<file path="config.mk">
export PLATFORM = sky130hd
export DESIGN_NAME = buscar_asignar_seq
export DESIGN_NICKNAME = d
export VERILOG_FILES = /design/src/rtl/buscar_asignar_seq_pkg.sv /design/src/rtl/buscar_asignar_seq_key_match_enc.sv /design/src/rtl/buscar_asignar_seq.sv
export SDC_FILE = /design/constraint.sdc
export NUM_CORES = 1
export LEC_CHECK = 0
export ABC_AREA = 0
export CORE_MARGIN = 5
export CORE_UTILIZATION = 53
export DETAILED_ROUTE_END_ITERATION = 16
export PLACE_DENSITY = 0.91
export SLEW_MARGIN = 40
export SYNTH_ARGS = -nofsm -noshare
export SYNTH_HDL_FRONTEND = slang
export SYNTH_HIERARCHICAL = 1
export SYNTH_SLANG_ARGS = --single-unit
</file>
<file path="constraint.sdc">
create_clock -name clk -period 6.4 [get_ports clk]
set_clock_uncertainty 0.15 [all_clocks]
set_input_delay 1.28 -clock clk [delete_from_list [all_inputs] [get_ports clk]]
set_output_delay 1.28 -clock clk [all_outputs]
set_load 0.05 [all_outputs]
</file>
<file path="src/rtl/buscar_asignar_seq_pkg.sv">
// Shared types and width helpers for the board-matrix key-search engine.
package buscar_pkg;

  typedef enum logic [1:0] {IDLE, SCAN, LAST, DONE} bsq_state_t;

  // Address/code widths never collapse to zero bits, even for 1-entry ranges.
  function automatic int clog2_min1(input int n);
    return (n <= 2) ? 1 : $clog2(n);
  endfunction

endpackage

</file>
<file path="src/rtl/buscar_asignar_seq_key_match_enc.sv">
// Priority encoder: compares one cell against all keys, lowest key index wins.
module key_match_enc
  import buscar_pkg::*;
#(
  parameter int NKEYS = 4,
  parameter int W     = 8,
  localparam int KW   = clog2_min1(NKEYS + 1)
) (
  input  logic [W-1:0]       data,
  input  logic [NKEYS*W-1:0] keys,
  output logic [KW-1:0]      code
);

  // Scanning from the top down lets the lowest matching index overwrite last.
  always_comb begin
    code = '0;
    for (int k = NKEYS - 1; k >= 0; k--) begin
      if (data == keys[k*W +: W]) code = KW'(k + 1);
    end
  end

endmodule

</file>
<file path="src/rtl/buscar_asignar_seq.sv">
// Sequential key search over a ROWS x COLS board: one cell per clock through a
// synchronous read port, result code written back per cell, hit stats kept.
//
//  state | meaning
//  IDLE  | waiting for start; keys/stop_on_hit latched when start accepted
//  SCAN  | issuing read addresses, writing result of the previous address
//  LAST  | final address already issued; write its result only
//  DONE  | one-cycle done pulse, then back to IDLE
module buscar_asignar_seq
  import buscar_pkg::*;
#(
  parameter int ROWS  = 8,
  parameter int COLS  = 8,
  parameter int W     = 8,
  parameter int NKEYS = 4,
  localparam int RW   = clog2_min1(ROWS),
  localparam int CW   = clog2_min1(COLS),
  localparam int KW   = clog2_min1(NKEYS + 1),
  localparam int MW   = clog2_min1(ROWS * COLS + 1)
) (
  input  logic               clk,
  input  logic               rst,
  input  logic               start,
  input  logic               stop_on_hit,
  input  logic [NKEYS*W-1:0] keys,
  output logic [RW-1:0]      rd_row,
  output logic [CW-1:0]      rd_col,
  input  logic [W-1:0]       rd_data,
  output logic               wr_en,
  output logic [RW-1:0]      wr_row,
  output logic [CW-1:0]      wr_col,
  output logic [KW-1:0]      wr_code,
  output logic               busy,
  output logic               done,
  output logic [MW-1:0]      match_cnt,
  output logic               first_valid,
  output logic [RW-1:0]      first_row,
  output logic [CW-1:0]      first_col
);

  localparam logic [RW-1:0] ROW_LAST = RW'(ROWS - 1);
  localparam logic [CW-1:0] COL_LAST = CW'(COLS - 1);
  localparam logic [MW-1:0] CNT_MAX  = MW'(ROWS * COLS);

  bsq_state_t         state, state_nxt;
  logic [NKEYS*W-1:0] key_q;
  logic               stop_q;
  logic               pend_valid;
  logic [RW-1:0]      pend_row;
  logic [CW-1:0]      pend_col;
  logic [KW-1:0]      enc_code;
  logic               hit;
  logic               last_addr;
  logic               accept;

  key_match_enc #(
    .NKEYS (NKEYS),
    .W     (W)
  ) u_enc (
    .data (rd_data),
    .keys (key_q),
    .code (enc_code)
  );

  assign accept    = (state == IDLE) && start;
  assign last_addr = (rd_row == ROW_LAST) && (rd_col == COL_LAST);
  assign wr_en     = pend_valid && ((state == SCAN) || (state == LAST));
  assign wr_row    = pend_row;
  assign wr_col    = pend_col;
  assign wr_code   = wr_en ? enc_code : '0;
  assign hit       = wr_en && (enc_code != '0);
  assign busy      = (state == SCAN) || (state == LAST);
  assign done      = (state == DONE);

  always_comb begin
    state_nxt = state;
    case (state)
      IDLE: if (start) state_nxt = SCAN;
      SCAN: begin
        if (hit && stop_q)  state_nxt = DONE;
        else if (last_addr) state_nxt = LAST;
      end
      LAST:    state_nxt = DONE;
      DONE:    state_nxt = IDLE;
      default: state_nxt = IDLE;
    endcase
  end

  always_ff @(posedge clk or posedge rst) begin
    if (rst) state <= IDLE;
    else     state <= state_nxt;
  end

  always_ff @(posedge clk or posedge rst) begin
    if (rst) begin
      key_q  <= '0;
      stop_q <= 1'b0;
    end else if (accept) begin
      key_q  <= keys;
      stop_q <= stop_on_hit;
    end
  end

  // Address counters walk row-major; they hold on the final cell.
  always_ff @(posedge clk or posedge rst) begin
    if (rst) begin
      rd_row <= '0;
      rd_col <= '0;
    end else if (accept) begin
      rd_row <= '0;
      rd_col <= '0;
    end else if ((state == SCAN) && !last_addr) begin
      if (rd_col == COL_LAST) begin
        rd_col <= '0;
        rd_row <= rd_row + RW'(1);
      end else begin
        rd_col <= rd_col + CW'(1);
      end
    end
  end

  // Pending-address stage lines the write address up with rd_data. A stop
  // jump to DONE leaves the in-flight read unwritten.
  always_ff @(posedge clk or posedge rst) begin
    if (rst) begin
      pend_valid <= 1'b0;
      pend_row   <= '0;
      pend_col   <= '0;
    end else begin
      pend_valid <= (state == SCAN) && (state_nxt != DONE);
      if (state == SCAN) begin
        pend_row <= rd_row;
        pend_col <= rd_col;
      end
    end
  end

  always_ff @(posedge clk or posedge rst) begin
    if (rst) begin
      match_cnt   <= '0;
      first_valid <= 1'b0;
      first_row   <= '0;
      first_col   <= '0;
    end else if (accept) begin
      match_cnt   <= '0;
      first_valid <= 1'b0;
      first_row   <= '0;
      first_col   <= '0;
    end else if (hit) begin
      if (match_cnt != CNT_MAX) match_cnt <= match_cnt + MW'(1);
      if (!first_valid) begin
        first_valid <= 1'b1;
        first_row   <= pend_row;
        first_col   <= pend_col;
      end
    end
  end

endmodule

</file>
==> metrics.md, run 1 <==
| Metric | Value |
|---|---|
| Endpoints failing setup | 0 |
| Core box area | 5850 um2 |
| Post-synthesis sequential area ratio | between 40% and 50% |
| GPL Wtd Cong | 0.846 |
| Power density over cell area | 384 nW/um2 |
| Synth Net Count | 373 |
| FF-to-FF path depth | 8 |
| Htree depth | 3 |
| Crit path max fanout | 4 |
| Final Max Slew Viols | 0 |
| Most common cell after layout, fill and taps aside | nand2_1 |
| Post-detail-place hpwl | 5.27 mm |
| Ys async rst share | 100% |
| Hold Path Sink | key_q[29] |
| Die footprint | 7570 um2 |
| Cts bufs inserted | 9 |
| Critical Path AT | 3790 ps |
| Die W | slightly below 90 um |
| Drt first pass iters | 4 |
| CTS tree | built |
| DR vias | 2468 |
| Most frequent cells in the layout | 107 x nand2_1, 75 x clkdlybuf4s50_1, 62 x dfrtp_1 |
| Synthesized flop and latch total | 62 |
| Ranking of synthesized cells by area | dfrtp_1 49%, nand2_1 13%, xor2_1 5.3% |
| Starting Density | 53.7% |
| Ys flop type | dfrtp_1 |
| Worst hold path type | flop to flop |
| Layout cells sized above 1 | 8.79% |
| Endpoint class of the critical path | primary output |
| R2r setup slk | 3950 ps |
| Critical path type | input port to primary output |
| Yosys top cell area share | 49.4% |
| Initial antenna violation count | 0 |
| Worst reg2reg path startpoint | key_q[14] |
| Hold Crit Depth | 2 |
| Setup TNS | 0 ps |
| Layout area overhead | 31.5% |
| DRT antenna net count | 0 |
| Hold_sp | key_q[29] |
| Buffer depth of the longest clock path | 2 |
| Die Y-Extent | 87.0 um |
| Remaining Overflow, GRT | 0 |
| Outcome | finished, final reports clean |
| Fin nets | 450 |
| Clk slew on worst S/H paths | about 60 ps |
| Drt initial violations | 169 |
| Total GRT Usage | 20.3% |
| Post-synth EDFFs | 0 |
| Max Cap Viol | 0 |
| # port buffers | 75 |
| Total power | 1.58 mW |
| Final hold violations | 0 |
| Clock Latency Late Sink | 330 ps |
| Slew at the pin closest to its max-slew limit | 570 ps |
| Worst path required time | 4970 ps |
| Number of diodes | 0 |
| Root cell of the clock tree | clkbuf_8 |
| Clock sink count | 62 |
| I/O pin total | 76 |
| Post-CTS Setup Inserts | 0 |
| CP Launch Type | input port |
| Largest net degree at the start of global routing | 63 |
| Fin crit share | 81.6% |
| Ys Warns | 6 |
| Vias in the first global route | 2554 |
| Count of different cell masters after synthesis | 36 |
| Avg Cell Area, Syn | 9.88 um2 |
| Netlist Area Pre-Place | 3140 um2 |
| Fmax | 0.191 GHz |
| # rows | 28 |
| Post-CTS Hold Fix Bufs | 0 |
| Post-route design area | between 4000 and 5000 um2 |
| Syn Inst Count | around 320 |
| Maximum VDD drop | ~0.22 mV |
| Post-cts gate resize count | 0 |
| Area after DPL | 3950 um2 |
| Max_slew headroom | roughly 62% |
| R2r endpoint | first_col[0] |
| Fin crit period | 5220 ps |
| Final wirelength | between 7 and 8 mm |
| Static leakage | 1.95 nW |
| First-pass GRT wire length | about 12 mm |
| RSZ-0062 raised after global routing | no |
| Synth area leader | dfrtp_1 |
| DRC viols | 0 |
| Vias per cell | 5.22 |
| DR WL/cell | 15.3 um |
==> synth_stat cells, types with 2 or more instances <==
cell,n
dfrtp_1,62
nand2_1,107
buf_2,5
xor2_1,19
xnor2_1,18
nand3_1,4
ha_1,11
nand4_1,6
a32oi_1,2
inv_1,7
a31o_1,2
and3_1,4
mux2i_1,10
mux2_2,6
clkbuf_1,5
nor2_1,23
and2_1,2
nor4_2,3
a21oi_1,4
nand2b_1,2
==> flip-flops by register name, summed over array words and instances, names as in the netlist, 2 cells and up <==
| register | count |
|---|---|
| key_q | 32 |
| match_cnt | 7 |
| first_col | 3 |
| first_row | 3 |
| rd_col | 3 |
| rd_row | 3 |
| wr_col | 3 |
| wr_row | 3 |
| state | 2 |
==> metal layers <==
metal,GRT usage [%],share of wire [%],up-vias
met3,3.12,4.1,10
met1,27.1,44,1205
li1,-,-,1196
met4,6.94,1.6,0
met5,0,0,-
met2,33.7,50,57
==> where the power goes <==
part | switching (mW) | internal, mW | total, mW
logic | 0.379 | 0.257 | 0.635
clock network | 0.139 | 0.168 | 0.307
registers | 0.121 | 0.521 | 0.642
total | 0.639 | 0.945 | 1.58
==> how the worst max path moves through the flow <==
| stage | slack (ps) | from | to |
|---|---|---|---|
| floorplan | 2410 | rd_data[6] | wr_code[1] |
| global placement | 1190 | rd_data[7] | wr_code[1] |
| detailed placement | 1180 | rd_data[1] | wr_code[1] |
| CTS | 1170 | rd_data[1] | wr_code[1] |
| global route | 1030 | rd_data[6] | wr_code[1] |
| finish | 1180 | rd_data[1] | wr_code[1] |
==> final cells by class <==
type / instances / area [um2]
well taps: 75 / 93.8
clock buffers: 13 / 169
repair buffers: 76 / 762
inverters: 7 / 26.3
multi-input cells: 239 / 1520
clock inverters: 1 / 5.00
flip-flops and latches: 62 / 1550
fillers: 435 / 1720
==> through the flow <==
stage / hold WS (ps) / cells / utilization [%] / setup WS [ps]
after detailed placement: 342 / 459 / 67.6 / 1180
after global routing: 384 / 473 / 70.6 / 1030
final: 352 / 473 / 70.6 / 1180
after CTS: 357 / 473 / 70.5 / 1170
after floorplan: 315 / 318 / - / 2410
after global placement: 337 / 459 / 67.5 / 1190
==> critical path, stage by stage <==
cell	delay, ps
clkdlybuf4s50_1	540
xor2_1	240
nor4_2	270
nand2_1	120
a21oi_1	320
and3_1	220
clkdlybuf4s50_1	800
==> logic make-up (layout without fill, tap and decap cells) <==
group                      Yosys count  in the layout  synth area share, %
and+or+nand+nor                    160            160                 22.9
DFF                                 62             62                 49.4
xor gates and xnor gates            37             37                 10.3
buffers and inverters               17             97                 2.23
muxes                               16             16                 5.34
AOI/OAI and AO/OA                   15             15                 5.46
adders and majority gates           11             11                 4.38
(Power assumes the default switching activity.)
==> run 2, diff against run 1 <==
--- a/config.mk
+++ b/config.mk
@@ -7,9 +7,9 @@
 export LEC_CHECK = 0
 export ABC_AREA = 0
 export CORE_MARGIN = 5
-export CORE_UTILIZATION = 53
+export CORE_UTILIZATION = 45
 export DETAILED_ROUTE_END_ITERATION = 16
-export PLACE_DENSITY = 0.91
+export PLACE_DENSITY = 0.83
 export SLEW_MARGIN = 40
 export SYNTH_ARGS = -nofsm -noshare
 export SYNTH_HDL_FRONTEND = slang
==> constraint.sdc (replaced) <==
create_clock -name clk -period 4.6 [get_ports clk]
set_clock_uncertainty 0.15 [all_clocks]
set_input_delay 0.92 -clock clk [delete_from_list [all_inputs] [get_ports clk]]
set_output_delay 0.92 -clock clk [all_outputs]
set_load 0.05 [all_outputs]
==> run 2 against run 1 <==
Net effect:
- sequential cell count unchanged
- first-iteration DRC count down 56%
- final cell count up 4.9%
- routed wire length up 0.50%
- via count down 2.1%
- worst setup slack worse by 910 ps
==> metrics.md, run 2 (same netlist as run 1, synthesis figures left out) <==
| Metric | Value |
|---|---|
| Setup TNS | 0 ps (unchanged) |
| Initial antenna violation count | 0 (unchanged) |
| Post-CTS Hold Fix Bufs | 0 (unchanged) |
| DR WL met3 | 265 um (-10%) |
| Placement Setup Slack | 259 ps (-918 ps) |
| Fmax | ~0.23 GHz |
| Worst path required time | 3530 ps (-1440 ps) |
| Most used cell, CP | clkdlybuf4s50_1 |
| Clock Latency Late Sink | 330 ps (about the same) |
| Final Max Slew Viols | 0 (unchanged) |
| RSZ-0062 raised after global routing | no |
| Outcome | finished, final reports clean |
| # rows | 30 (+7.1%) |
| Post-detail-place hpwl | 5.36 mm (+1.7%) |
| GPL Wtd Cong | 0.892 (+5.4%) |
| Vias in the first global route | 2558 (+0.16%) |
| Area after DPL | 3990 um2 (+0.85%) |
| Slew at the pin closest to its max-slew limit | 660 ps (+90.0 ps) |
| Worst path slowest cell | clkdlybuf4s50_1 |
| Power density over cell area | 544 nW/um2 (+42%) |
| # port buffers | 75 (unchanged) |
| Final hold violations | 0 (unchanged) |
| CTS tree | built |
| Htree depth | 3 (unchanged) |
| Layout cells sized above 1 | 9.50% (+0.71 points) |
| DRC viols | 0 (unchanged) |
| DRT antenna net count | 0 (unchanged) |
| Max Cap Viol | 0 (unchanged) |
| Die footprint | 8750 um2 (+16%) |
| Max incr delay on CP | 690 ps (-110 ps) |
| DR WL/cell | 14.6 um (-4.2%) |
| Crit path max fanout | 4 (unchanged) |
| Worst setup margin | 271 ps (-906 ps) |
| Clk slew on worst S/H paths | 60 ps (about the same) |
| Core box area | 6790 um2 (+16%) |
| Critical Path AT | 3260 ps (-530 ps) |
| Wl on met1 | 3.15 mm (-1.3%) |
| Remaining Overflow, GRT | 0 (unchanged) |
| Top Registers | key_q (32), match_cnt (7) |
| Starting Density | 46.2% (-7.5 points) |
| Clock sink count | 62 (unchanged) |
| Worst hold path type | flop to flop |
| Die Y-Extent | 93.6 um (+7.5%) |
| Critical path cell sequence | clkdlybuf4s50_1 > xor2_1 > nor4_2 > nand2_1 > and4b_1 > and3_1 > clkdlybuf4s50_1 |
| Buffer depth of the longest clock path | 2 (unchanged) |
| Final wirelength | 7.26 mm (+0.50%) |
| Static leakage | 1.97 nW (+1.2%) |
| Total power | 2.29 mW (+44%) |
| Most common cell after layout, fill and taps aside | nand2_1 |
| Maximum VDD drop | 0.221 mV (-0.73%) |
| First-pass GRT wire length | 12.3 mm (+2.3%) |
| Max reg flops | 32 (unchanged) |
| Fin nets | 450 (unchanged) |
| Critical path type | input port to primary output |
| Layout area overhead | 33.8% |
| Endpoints failing setup | 0 (unchanged) |
| Post-CTS Setup Inserts | 0 (unchanged) |
| Routed wl met2 | 3.70 mm (+2.2%) |
| Vias per cell | 4.87 (-6.7%) |
| Most flops, register | key_q |
| Fin crit share | between 90% and 100% |
| Delay-heaviest family, CP | buffers and inverters |
| Cts bufs inserted | 9 (unchanged) |
| Drt initial violations | 74 (-56%) |
| Endpoint class of the critical path | primary output |
| Most frequent cells in the layout | 107 x nand2_1, 73 x clkdlybuf4s50_1, 62 x dfrtp_1 |
| Largest net degree at the start of global routing | 53 (-16%) |
| I/O pin total | 76 (unchanged) |
| Buf/Inv on CP | 2 (unchanged) |
| Total GRT Usage | 18.0% (-2.3 points) |
| Post-cts gate resize count | 0 (unchanged) |
| DR vias | 2415 (-2.1%) |
| Fillers | 575 (+32%) |
| Fin crit period | approximately 4300 ps |
| Number of diodes | 0 (unchanged) |
| Post-route design area | 4200 um2 (+1.8%) |
| Top sig layer | met4 |
| Die W | 93.6 um (+7.5%) |
| Drt first pass iters | 4 (unchanged) |
| Max_slew headroom | 56.0% (-6.1 points) |
| CP Launch Type | input port |
| Root cell of the clock tree | clkbuf_8 |
-- run 2: report_power, final --
part	leakage, nW	switching [mW]	total [mW]	internal [mW]
Clock	0.110	0.199	0.518	0.319
Combinational	1.06	0.525	0.882	0.357
Sequential	0.806	0.163	0.887	0.725
-- run 2: per-stage QoR --
step | std cells | hold WS, ps | utilization, %
6_report | 496 | 348 | 61.9
5_1_grt | 496 | 367 | 61.9
4_1_cts | 496 | 351 | 61.8
3_5_place_dp | 480 | 336 | 58.7
3_3_place_gp | 480 | 333 | 58.7
2_1_floorplan | 318 | 315 | -
-- run 2: path summary, 6_finish.rpt --
kind / startpoint / endpoint / slack (ps) / cells past startpoint
min reg2reg: key_q[16] / key_q[16] / 350 / 2
min: key_q[16] / key_q[16] / 350 / 2
max reg2reg: key_q[23] / first_row[2] / 2100 / 8
min in group asynchronous: rst / wr_row[2] / 830 / 2
max in group asynchronous: rst / match_cnt[2] / 2720 / 3
max: rd_data[4] / wr_code[2] / 270 / 7
-- run 2: cell type report --
cell class	count	area (um2)	share of cell area, %
inverter	7	27.5	0.655
sequential	62	1550	36.9
clock inverter	4	70.1	1.67
multi-input combinational	239	1520	36.2
timing repair buffer	76	766	18.2
tap	96	120	2.86
clock buffer	12	145	3.45
-- run 2: per-layer routing --
layer | vias to the layer above | global-route usage [%]
met5 | - | 0
met4 | 0 | 7.94
met3 | 16 | 3.38
met2 | 51 | 29.4
met1 | 1153 | 23.3
li1 | 1195 | -
-- run 2: worst min-delay path, delay by kind of cell (launching register included) --
kind | cells | cell delay [ps]
AND/OR/NAND/NOR | 2 | 110
flip-flops | 1 | 360
